## src/rtl/zxb_pkg.sv

```systemverilog
// Shared definitions for the ZX-bus target: FSM encoding, register indices,
// front-end request select codes and the SRAM address composition helper.
package zxb_pkg;

  typedef enum logic [2:0] {
    IDLE    = 3'd0,
    PORT    = 3'd1,
    MEM_ACT = 3'd2,
    MEM_END = 3'd3,
    STB     = 3'd4,
    REL     = 3'd5
  } zxb_state_e;

  localparam logic [2:0] REG_PAGE = 3'd0;
  localparam logic [2:0] REG_ID   = 3'd7;

  // Request select codes used by the front-end when routing a bus cycle.
  localparam logic [1:0] FCI_NONE = 2'd0;
  localparam logic [1:0] FCI_PORT = 2'd1;
  localparam logic [1:0] FCI_MEM  = 2'd2;

  // 16 KB window offset placed inside the selected 512 KB SRAM page.
  function automatic logic [18:0] sram_addr_f(input logic [4:0]  page,
                                              input logic [13:0] offset);
    return {page, offset};
  endfunction

endpackage

```

## src/rtl/zxb_regfile.sv

```systemverilog
// 8x8 register file: reg 0 is the 5-bit PAGE register, reg 7 is a read-only ID,
// regs 1-6 are plain scratch. Synchronous write, combinational read.
module zxb_regfile
  import zxb_pkg::*;
#(
  parameter logic [7:0] DEV_ID = 8'h5A
) (
  input  logic       clk_i,
  input  logic       rst_i,
  input  logic       we_i,
  input  logic [2:0] idx_i,
  input  logic [7:0] wdata_i,
  output logic [7:0] rdata_o,
  output logic [4:0] page_o
);

  logic [4:0] page_q;
  logic [7:0] scratch_q [1:6];

  always_ff @(posedge clk_i or posedge rst_i) begin
    if (rst_i) begin
      page_q <= 5'd0;
      for (int i = 1; i <= 6; i++) begin
        scratch_q[i] <= 8'h00;
      end
    end else if (we_i) begin
      if (idx_i == REG_PAGE) begin
        page_q <= wdata_i[4:0];
      end else if (idx_i != REG_ID) begin
        scratch_q[idx_i] <= wdata_i;
      end
    end
  end

  always_comb begin
    rdata_o = 8'h00;
    case (idx_i)
      REG_PAGE: rdata_o = {3'b000, page_q};
      REG_ID:   rdata_o = DEV_ID;
      default:  rdata_o = scratch_q[idx_i];
    endcase
  end

  assign page_o = page_q;

endmodule

```

## src/rtl/zxb_target.sv

```systemverilog
// ZX-bus internal responder: decodes the Z80 address, serves port requests from
// the register file and memory requests from async SRAM through a paged window.
module zxb_target
  import zxb_pkg::*;
#(
  parameter logic [7:0] PORT_LO  = 8'hAF,
  parameter logic [1:0] WIN_BANK = 2'b11,
  parameter int         SRAM_WS  = 2,
  parameter logic [7:0] DEV_ID   = 8'h5A
) (
  input  logic        clk,
  input  logic        reset,
  input  logic [15:0] zaddr,
  input  logic [7:0]  zdata_in,
  input  logic        zxb_rnw,
  input  logic        zxb_mni,
  input  logic        mem_req,
  input  logic        port_req,
  output logic        zxb_en,
  output logic        mem_stb,
  output logic        port_stb,
  output logic [7:0]  zdata_out,
  output logic [18:0] sram_addr,
  output logic [7:0]  sram_dq_o,
  input  logic [7:0]  sram_dq_i,
  output logic        sram_dq_oe,
  output logic        sram_ce_n,
  output logic        sram_oe_n,
  output logic        sram_we_n,
  output zxb_state_e  dbg_state
);

  localparam logic [2:0] WS_LAST = SRAM_WS[2:0];

  // Handshake: the front-end raises mem_req or port_req as a level and keeps it
  // up until it has seen the matching one-cycle *_stb pulse; the target then
  // parks in REL until both requests are low, so one level yields one pulse.

  zxb_state_e  state_q, state_d;
  logic [2:0]  cnt_q, cnt_d;
  logic        rnw_q, rnw_d;
  logic        abort_q, abort_d;
  logic [7:0]  wdata_q, wdata_d;
  logic [18:0] addr_q, addr_d;
  logic [7:0]  zdata_q, zdata_d;
  logic        port_stb_q, port_stb_d;
  logic        mem_stb_q, mem_stb_d;
  logic        ce_n_q, ce_n_d;
  logic        oe_n_q, oe_n_d;
  logic        we_n_q, we_n_d;
  logic        dq_oe_q, dq_oe_d;

  logic        rf_we;
  logic [7:0]  rf_rdata;
  logic [4:0]  page;

  zxb_regfile #(.DEV_ID(DEV_ID)) u_regfile (
    .clk_i   (clk),
    .rst_i   (reset),
    .we_i    (rf_we),
    .idx_i   (zaddr[10:8]),
    .wdata_i (zdata_in),
    .rdata_o (rf_rdata),
    .page_o  (page)
  );

  assign zxb_en = zxb_mni ? (zaddr[15:14] == WIN_BANK) : (zaddr[7:0] == PORT_LO);

  always_comb begin
    state_d    = state_q;
    cnt_d      = cnt_q;
    rnw_d      = rnw_q;
    abort_d    = abort_q;
    wdata_d    = wdata_q;
    addr_d     = addr_q;
    zdata_d    = zdata_q;
    port_stb_d = 1'b0;
    mem_stb_d  = 1'b0;
    rf_we      = 1'b0;
    case (state_q)
      IDLE: begin
        if (mem_req) begin
          rnw_d   = zxb_rnw;
          wdata_d = zdata_in;
          addr_d  = sram_addr_f(page, zaddr[13:0]);
          cnt_d   = 3'd0;
          abort_d = 1'b0;
          state_d = MEM_ACT;
        end else if (port_req) begin
          state_d = PORT;
        end
      end
      PORT: begin
        rf_we      = !zxb_rnw;
        port_stb_d = 1'b1;
        if (zxb_rnw) zdata_d = rf_rdata;
        state_d = REL;
      end
      MEM_ACT: begin
        // A dropped request still runs the strobe to full length; only the
        // completion pulse and the read capture are suppressed.
        if (!mem_req) abort_d = 1'b1;
        if (cnt_q == WS_LAST) begin
          if (rnw_q && mem_req && !abort_q) zdata_d = sram_dq_i;
          state_d = MEM_END;
        end else begin
          cnt_d = cnt_q + 3'd1;
        end
      end
      MEM_END: state_d = abort_q ? REL : STB;
      STB: begin
        mem_stb_d = 1'b1;
        state_d   = REL;
      end
      REL: if (!mem_req && !port_req) state_d = IDLE;
      default: state_d = IDLE;
    endcase
  end

  // SRAM controls are registered from the next state so the pins never glitch.
  always_comb begin
    ce_n_d  = (state_d != MEM_ACT);
    oe_n_d  = !((state_d == MEM_ACT) && rnw_d);
    we_n_d  = !((state_d == MEM_ACT) && !rnw_d);
    dq_oe_d = ((state_d == MEM_ACT) || (state_d == MEM_END)) && !rnw_d;
  end

  always_ff @(posedge clk or posedge reset) begin
    if (reset) begin
      state_q    <= IDLE;
      cnt_q      <= 3'd0;
      rnw_q      <= 1'b1;
      abort_q    <= 1'b0;
      wdata_q    <= 8'h00;
      addr_q     <= 19'd0;
      zdata_q    <= 8'h00;
      port_stb_q <= 1'b0;
      mem_stb_q  <= 1'b0;
      ce_n_q     <= 1'b1;
      oe_n_q     <= 1'b1;
      we_n_q     <= 1'b1;
      dq_oe_q    <= 1'b0;
    end else begin
      state_q    <= state_d;
      cnt_q      <= cnt_d;
      rnw_q      <= rnw_d;
      abort_q    <= abort_d;
      wdata_q    <= wdata_d;
      addr_q     <= addr_d;
      zdata_q    <= zdata_d;
      port_stb_q <= port_stb_d;
      mem_stb_q  <= mem_stb_d;
      ce_n_q     <= ce_n_d;
      oe_n_q     <= oe_n_d;
      we_n_q     <= we_n_d;
      dq_oe_q    <= dq_oe_d;
    end
  end

  assign mem_stb    = mem_stb_q;
  assign port_stb   = port_stb_q;
  assign zdata_out  = zdata_q;
  assign sram_addr  = addr_q;
  assign sram_dq_o  = wdata_q;
  assign sram_dq_oe = dq_oe_q;
  assign sram_ce_n  = ce_n_q;
  assign sram_oe_n  = oe_n_q;
  assign sram_we_n  = we_n_q;
  assign dbg_state  = state_q;

endmodule

```

## config.mk

```make
export PLATFORM = sky130hd
export DESIGN_NAME = zxb_target
export DESIGN_NICKNAME = d
export VERILOG_FILES = /design/src/rtl/zxb_pkg.sv /design/src/rtl/zxb_regfile.sv /design/src/rtl/zxb_target.sv
export SDC_FILE = /design/constraint.sdc
export NUM_CORES = 1
export LEC_CHECK = 0
export ABC_AREA = 1
export CORE_MARGIN = 4
export CORE_UTILIZATION = 55
export DETAILED_ROUTE_END_ITERATION = 8
export DONT_BUFFER_PORTS = 1
export HOLD_SLACK_MARGIN = 0.1
export PLACE_DENSITY_LB_ADDON = 0.15
export SYNTH_ARGS = -nofsm -noshare
export SYNTH_HDL_FRONTEND = slang
export SYNTH_SLANG_ARGS = --single-unit
```

## constraint.sdc

```tcl
create_clock -name clk -period 3.7 [get_ports clk]
set_input_delay 0.555 -clock clk [delete_from_list [all_inputs] [get_ports clk]]
set_output_delay 0.555 -clock clk [all_outputs]
set_load 0.01 [all_outputs]
```

==> flow_summary.ini <==
[global_routing]
grt_overflow = 0
grt_start_max_net_pins = 61
antenna_found_initial = 0
groute.usage.overall_pct = 23.5
first_global_vias = 3440
grt_pass1_wl_um = 18100

[routing]
drc = 0
ant_nets = 0
first_iter_violations = 264
routed_via_density = 5.58
routed_wirelength_um = 11000
drt-wirelength-per-cell_um = 16.7
via_count = 3654
number_of_iterations_in_the_first_detailed_routing_pass = 6

[final_layout]
diodes = 0
final_nets = 588
area_delta_synth_final_pct = 5.60
layout-drive-gt1-share_pct = 8.50
final_core_utilization_pct = 60.8

[sta]
skew_final_ns = 0.0139
post-route-period-util_pct = 47.2
totalNegativeSetupSlack_ns = 0
timing.final.crit_period_ns = 1.75
timing_max_transition_violations_final = 0
report.final.setup_viol = 0
timing_hold_violations_final = 0
max_slew.worst_pin.slew_ns = 0.754
timing.fmax_ghz = 0.573
worst_slew_margin_relative_to_its_limit_pct = 49.7
rsz0062_at_grt = false

[die]
chipWidth_um = 98.6
die_y_um = 98.6
fp.dieArea_mm2 = 0.00972
fp.coreArea_mm2 = 0.00785
floorplan.rows = 32
initial_core_util_pct = 57.5
num_io_pins = 83

[cts]
cts_num_sinks = 102
worst_skew_pair.late_latency_ns = 0.36
cts.path.max_buffers = 2
number_of_buffers_created_by_cts = 9
tritoncts = done
hold_bufs_inserted_after_cts = 0
post_cts_buffers = 0
cts_resized = 0
cts.htree.levels = 3
clock-root-buffer = clkbuf_8
clk_pin_slew_worst_paths_ns = 0.10

[setup_path]
count_of_buffer_and_inverter_cells_on_the_critical_path = 2
required_arrival_time_at_the_worst_endpoint_ns = 3.99
worst-r2r-cell-count = 8
path_cells = inv_2, nor3_2, nand2_1, nand2_1, nand2_2, inv_1, nor2_1, a21oi_1
path_class = register to register
r2r_end = zdata_out[5]
worst-endpoint-arrival_ns = 2.03
critical-path-top-cell-by-count = nand2_1
cpMaxStageDelayCell = dfrtp_1
critical_path.max_fanout = 13
slowest_delay_ns = 0.55
timing.rr.start = dbg_state[1]
crit_family = simple AND/OR/NAND/NOR gates
slack_of_the_worst_reg_to_reg_path_ns = 1.95
crit_path_capture_type = register
worst_setup_path_start_kind = register

[power_and_ir_drop]
irDropWorstVdd_v = 0.000310
internal_power_contribution_mw = 2.17
finalPower_mw = 3.51
power.sequential.fraction_pct = 55.1
power_density_mw_per_mm2 = 736
switchingPower_mw = 1.34
static-leakage-power_nw = 2.45
power_switching_share_pct = 38.2
share_clk_of_total_power_pct = 20.3
power.combinational.fraction_pct = 24.6

[synth]
synthDistinctLibCells = 28
syn-num-nets = 593
synth_area_per_cell_um2 = 8.17
postSynthRegisterBits = 102
syn-cell-area_mm2 = 0.00452
yosys.area.top_type_share_pct = 54.3
postSynthCellCount = 553
synth.top_cells.by_area = dfrtp_1 (54%), nand2_1 (17%), o21ai_1 (5.5%), o21ai_0 (3.8%), nor2_1 (3.7%)
synth_edf_count = 0
synth.largest_area_cell = dfrtp_1
yosys.cell_count.top_type = nand2_1
synth_top_flop_cell = dfrtp_1
async_flop_share_pct = 100
ys_top_cells_by_count = nand2_1 (210), dfrtp_1 (98), o21ai_1 (50)
seq_area_frac_synth_pct = 56.6
yosys_warnings = 0

[place]
place_congestion = 0.928
detailed_place_hpwl_um = 7840
buffer_ports.inserted = 0

[run_status]
run_status = completed

[run]
maxCapViolations = 0

[worst_hold_path]
worst_hold_path_type = primary input to asynchronous set/reset pin
## registers in the layout, indices dropped and copies added (netlist names)
name	count
cnt_q	3
abort_q	1
sram_dq_o	8
sram_dq_oe	1
rnw_q	1
sram_ce_n	1
mem_stb	1
zdata_out	8
u_regfile.page_o	5
sram_addr	19
dbg_state	3
sram_we_n	1
port_stb	1
sram_oe_n	1
u_regfile.scratch_q	48
## through the flow
step	area, um2	setup WS (ns)	hold slack, ns	std cells
2_1_floorplan	4520	0.476	0.451	553
3_3_place_gp	4570	2.02	0.467	639
3_5_place_dp	4570	1.96	0.474	639
4_1_cts	4770	1.93	0.208	655
5_1_grt	4770	1.72	0.227	655
6_report	4770	1.95	0.178	655
## cells by family (layout without fill, tap and decap cells)
logic type               count (synthesis)  in the layout  synth area share [%]
flip-flops                             102            102                  56.6
AND/OR/NAND/NOR                        296            296                  26.7
adder cells (fa/ha/maj)                  2              2                 0.554
AO/OA/AOI/OAI                           92             92                  10.4
buffers and inverters                   61             61                  5.68
## power by group through the flow
stage          clock network [mW]  registers, mW  logic (mW)
2_1_floorplan                   0           1.86       0.715
3_3_place_gp                    0           1.94       0.824
3_5_place_dp                    0           1.96       0.870
4_1_cts                     0.727           1.94       0.871
5_1_grt                     0.776           1.99        1.02
6_report                    0.712           1.93       0.862
## worst max path at each step
stage / start / to / slack [ns] / cells after the start
after floorplan: reset / abort_q / 0.48 / 1
after global placement: zaddr[10] / u_regfile.scratch_q[44] / 2.02 / 6
after global routing: dbg_state[1] / zdata_out[5] / 1.72 / 8
after detailed placement: dbg_state[1] / zdata_out[5] / 1.96 / 8
after CTS: dbg_state[1] / zdata_out[5] / 1.93 / 8
final: dbg_state[1] / zdata_out[5] / 1.95 / 8
## worst reg2reg max path: stages, from the launching register on
cell     delay [ns]
dfrtp_1        0.55
inv_2          0.09
nor3_2         0.34
nand2_1        0.09
nand2_1        0.12
nand2_2        0.18
inv_1          0.15
nor2_1         0.05
a21oi_1        0.11
## cell type report
cell class | count | area (um2)
inverter | 42 | 161
fill | 710 | 3080
timing repair buffer | 3 | 22.5
clock inverter | 6 | 70.1
multi-input combinational | 390 | 1700
sequential | 102 | 2560
tap | 102 | 128
clock buffer | 10 | 128
## routing by layer
metal | vias up | share of wire (%) | GRT usage [%]
li1 | 1736 | - | -
met1 | 1746 | 41 | 32.4
met2 | 162 | 49 | 37.1
met3 | 10 | 9.2 | 6.94
met4 | 0 | 0.88 | 5.57
met5 | - | 0 | 0
## cells in the final DEF, fill, tap and decap left out
cell	instances
clkinvlp_4	2
o2111ai_1	1
clkbuf_8	9
nor2_2	3
nor2_4	1
nand4_1	3
ha_1	2
or2_2	2
a21oi_1	4
inv_1	34
buf_4	3
nor3_1	3
nor2_1	44
nand3_2	1
dfstp_2	4
o21ai_1	50
bufinv_16	1
nand3_1	16
nand2_2	9
o21ai_0	34
nor3_2	1
dfrtp_1	98
or2_0	2
inv_8	1
clkbuf_1	1
or2_1	1
inv_6	1
nand2_1	210
inv_2	6
inv_4	1
o31ai_1	2
clkinv_2	2
o211ai_1	1
No activity file was read; power rests on OpenSTA's default activity.
